`src/rtl/prbs_pkg.sv`:
```
// Shared types and constants for the PRBS7 link-test checker.
// PRBS7_PATTERN is one full period of x^7+x^6+1 from an all-ones seed, identical to the source.
package prbs_pkg;

  localparam int PRBS_WORD_W = 16;
  localparam int PRBS7_LEN   = 127;

  typedef enum logic [1:0] {
    HUNT,
    VERIFY,
    LOCKED
  } prbs_chk_state_t;

  // Unrolls b[n+7] = b[n] ^ b[n+1] over one period; evaluated at elaboration only.
  function automatic logic [PRBS7_LEN-1:0] prbs7_gen();
    logic [PRBS7_LEN-1:0] p;
    p      = '0;
    p[6:0] = 7'h7f;
    for (int n = 0; n < PRBS7_LEN - 7; n++) begin
      p[n+7] = p[n] ^ p[n+1];
    end
    return p;
  endfunction

  localparam logic [PRBS7_LEN-1:0] PRBS7_PATTERN = prbs7_gen();

endpackage

```
`src/rtl/prbs_popcount16.sv`:
```
// Combinational population count of a 16-bit error vector (0..16).
module prbs_popcount16
  import prbs_pkg::*;
(
  input  logic [PRBS_WORD_W-1:0] din,
  output logic [4:0]             cnt
);

  always_comb begin
    cnt = '0;
    for (int i = 0; i < PRBS_WORD_W; i++) begin
      cnt = cnt + 5'(din[i]);
    end
  end

endmodule

```
`config.mk`:
```
export PLATFORM = sky130hd
export DESIGN_NAME = prbs_popcount16
export DESIGN_NICKNAME = d
export VERILOG_FILES = /design/src/rtl/prbs_pkg.sv /design/src/rtl/prbs_popcount16.sv
export SDC_FILE = /design/constraint.sdc
export NUM_CORES = 1
export LEC_CHECK = 0
export BUFFER_PORTS_ARGS = -buffer_cell sky130_fd_sc_hd__buf_2
export CORE_AREA = 2 2 39 41
export DETAILED_ROUTE_END_ITERATION = 8
export DIE_AREA = 0 0 41 43
export PLACE_DENSITY = 0.57
export SLEW_MARGIN = 25
export SYNTH_ARGS = -nofsm -noshare
export SYNTH_HDL_FRONTEND = slang
export SYNTH_SLANG_ARGS = --single-unit
```
`constraint.sdc`:
```
create_clock -name vclk -period 7.3
set_clock_uncertainty 0.2 [all_clocks]
set_input_delay 2.19 -clock vclk [all_inputs]
set_output_delay 2.19 -clock vclk [all_outputs]
set_load 0.005 [all_outputs]
```
=== Yosys cells after proc, flatten, opt, wreduce, memory -nomap -nowiden ===
Cells that the tools add are included.

* Register bits: 0
* Word-level logic and storage cells: 15
* Output and inout port bits: 5

* $add $sub $neg: 15

{| class="wikitable"
|+ Operators by type and width
! operator !! number
|-
| $add A5 B1 Y5 || 11
|-
| $add A4 B1 Y5 || 1
|-
| $add A3 B1 Y4 || 1
|-
| $add A2 B1 Y3 || 1
|-
| $add A1 B1 Y2 || 1
|}

=== Depth between registers and ports, before layout ===
* Depth after elaboration: 15
* Gate-level depth with buffers: 12
* Depth with buffers taken out: 12

=== Worst setup path after synthesis ===
No wires, ideal clock.

* Path type: input-to-output
* Start: input port din[0]
* End: output port cnt[4]
* Buffers on the path: 0
* Cell stages on the path: 11
* Data arrival time: 5.074 ns
* Data required time: 4.910 ns
* Setup slack: -0.164 ns
* Path through: inv_1 > fa_1 > fa_1 > fa_1 > fa_1 > inv_1 > ha_1 > inv_1 > fa_1 > nor2b_1 > o21a_1

* Word-level cells in the longest chain between the ends: 15

{| class="wikitable"
|+ RTL lines
! what !! RTL line !! RTL
|-
| start: declaration || prbs_popcount16.sv:5 || <nowiki>input logic [PRBS_WORD_W-1:0] din,</nowiki>
|-
| $add A1 B1 Y2 || prbs_popcount16.sv:12 || <nowiki>cnt = cnt + 5'(din[i]);</nowiki>
|-
| $add A2 B1 Y3 || prbs_popcount16.sv:12 ||
|-
| $add A3 B1 Y4 || prbs_popcount16.sv:12 ||
|-
| $add A4 B1 Y5 || prbs_popcount16.sv:12 ||
|-
| $add A5 B1 Y5 (11 in series) || prbs_popcount16.sv:12 ||
|-
| end: declaration || prbs_popcount16.sv:6 || <nowiki>output logic [4:0] cnt</nowiki>
|}

No other way between the ends.

=== Final worst setup path ===
* Start: input port din[5]
* End: output port cnt[4]

* Word-level cells in the longest chain between the ends: 11

{| class="wikitable"
|+ RTL lines
! what !! RTL line
|-
| $add A5 B1 Y5 (11 in series) || prbs_popcount16.sv:12
|}

No other way between the ends.

==> flow_metrics.env <==
export IMPL_ys_types=8
export IMPL_synth_seq_area_share_pct=0
export IMPL_gp_congestion=0.7051
export IMPL_drc_errors=0
export IMPL_fin_crit_ps=7582
export IMPL_yosysTopAreaCell="fa_1"
export IMPL_final_cell_mix="inv_1, buf_2, fa_1, inv_2"
export IMPL_io_pins=21
export IMPL_drt_initial_drc_count=1
export IMPL_tightest_slew_ps=114.7
export IMPL_switching_share_pct=42.96
export IMPL_row_count=14
export IMPL_first_pass_iters=2
export IMPL_setup_slack_ps=-282.0
export IMPL_rsz0062_at_grt="yes"
export IMPL_syn_area_sq_um=407.9
export IMPL_grt_max_degree=4
export IMPL_maxSlewViolCount=0
export IMPL_p_sw_mw=0.07148
export IMPL_power_per_cell_area_nw_per_um2=279.4
export IMPL_die_w_microns=41
export IMPL_synth_compound_area_share_pct=5.828
export IMPL_p_int_mw=0.09490
export IMPL_violations="setup timing"
export IMPL_die_area_sq_um=1763
export IMPL_grt_pass1_wl_microns=1007
export IMPL_fillCellCount=144
export IMPL_layout_commonest_cell="inv_1"
export IMPL_hold_end="cnt[0]"
export IMPL_power_frac_clock_pct=0
export IMPL_startpoint_type="input pin"
export IMPL_leakagePower_nw=0.3671
export IMPL_grt_use_met3_pct=0
export IMPL_die_height_microns=43
export IMPL_dp_hpwl_microns=564.6
export IMPL_min_path_type="input pin to output pin"
export IMPL_fin_util_pct=43.04
export IMPL_finalNetCount=104
export IMPL_status="finished with violations"
export IMPL_finalHoldViolations=0
export IMPL_initial_core_util_pct=29.48
export IMPL_power_frac_comb_pct=100.0
export IMPL_synth_nets=78
export IMPL_fmax_mhz=131.9
export IMPL_setup_viol=4
export IMPL_grt_usage_pct=7.630
export IMPL_wl_per_cell_microns=7.011
export IMPL_period_share_pct=103.9
export IMPL_max_vdd_ir_drop_uv=180.5
export IMPL_wirelength_microns=610
export IMPL_detailroute_via_count=315
export IMPL_antenna_found_initial=0
export IMPL_busiest_layer="met2"
export IMPL_yosys_area_share_adder_pct=64.42
export IMPL_avgSynthCellArea_sq_um=8.679
export IMPL_netlist_area_leader_share_pct=49.08
export IMPL_regArea_sq_um=0
export IMPL_routed_via_density=3.621
export IMPL_synth_area_leaders="fa_1, inv_1, ha_1"
export IMPL_syn_to_final_growth_pct=46.01
export IMPL_grt_ovfl_total=0
export IMPL_hold_depth=3
export IMPL_hold_start="din[2]"
export IMPL_clock_buffers=0
export IMPL_power_frac_seq_pct=0
export IMPL_n_antenna_cell=0
export IMPL_synthXorXnorAreaFrac_pct=4.294
export IMPL_core_region_area_sq_um=1384
export IMPL_cap_viol_max_count=0
export IMPL_synthMuxAreaShare_pct=0
export IMPL_gr_usage_met1_pct=10.74
export IMPL_grt_use_met2_pct=13.44
export IMPL_cp_max_fo=2
export IMPL_synthCells=47
export IMPL_multiInputGateArea_sq_um=315.3
export IMPL_grt_pass1_vias=278
export IMPL_port_buffers=21
export IMPL_max_slew_margin_pct=92.30
export IMPL_worstPathRequired_ps=4910
export IMPL_synth_top_family_by_area="adder cells"
export IMPL_critical_path_class="input pin to output pin"
export IMPL_totalPowerFinal_mw=0.1664
export IMPL_yosysWarnings=0
export IMPL_ant_nets=0
export IMPL_arrival_ps=5190
export IMPL_seq_cell_count=0
export IMPL_drive_gt1_share_pct=47.89
export IMPL_crit_path_end_kind="output pin"
export IMPL_synth_simple_gate_area_share_pct=1.534
==> logic make-up (layout without fill, tap and decap cells) <==
kind of cell | count (synthesis) | in the layout
buffers and inverters | 26 | 50
XOR/XNOR | 2 | 2
AND/OR/NAND/NOR | 1 | 1
AO/OA/AOI/OAI | 3 | 3
adder cells (fa/ha/maj) | 15 | 15
==> worst max-delay path by stage <==
stage                 start  endpoint  slack, ps  depth (start not counted)
global route         din[5]    cnt[4]       -420                         13
CTS                  din[3]    cnt[4]       -300                         13
detailed placement  din[15]    cnt[4]       -350                         13
floorplan           din[15]    cnt[4]        -50                         11
global placement    din[15]    cnt[4]       -350                         13
finish               din[5]    cnt[4]       -280                         13
==> worst max-delay path, cell delays in order <==
cell and delay, ps:
buf_8 70, inv_4 30, fa_1 560, fa_1 450
fa_1 530, fa_1 400, inv_1 70, ha_2 180
inv_2 40, fa_2 340, nor2b_1 120, o21a_1 120
buf_2 100
==> Yosys cell counts <==
library cell   n
a21o_1         1
a21oi_2        1
fa_1          10
ha_1           5
inv_1         26
nor2b_1        1
o21a_1         1
xnor2_1        2
==> power by group through the flow <==
stage          sequential (mW)  combinational [mW]  clock (mW)
2_1_floorplan                0               0.103           0
3_3_place_gp                 0               0.152           0
3_5_place_dp                 0               0.153           0
4_1_cts                      0               0.157           0
5_1_grt                      0               0.191           0
6_report                     0               0.166           0
==> timing repair <==
item	CTS	global route
resized for setup	5	5
pin swaps	7	3
setup buffers	1	0
hold buffers	0	0
setup endpoints to repair	4	4
==> per-stage QoR <==
stage               setup WS [ps]  hold slack (ps)  setup TNS (ps)  area [sq um]  cells
floorplan                  -45.49             4322          -61.38         420.4     47
global placement           -346.7             4495           -1257         560.5     86
detailed placement         -345.6             4507           -1230         560.5     86
CTS                        -302.0             4490           -1061         580.6     87
global route               -415.7             4513           -1471         595.6     87
finish                     -282.0             4485          -976.4         595.6     87
==> layer usage <==
metal / wire [microns] / vias up
met5: 0 / -
met4: 0 / 0
met3: 46 / 0
met2: 330 / 10
met1: 233 / 134
li1: - / 171
==> area by class of cell <==
type	instances	share of cell area, %
multi-input combinational	21	52.94
inverter	26	18.07
tap	16	3.361
timing repair buffer	24	25.63
Note: power is estimated with default switching activity, not from simulation.
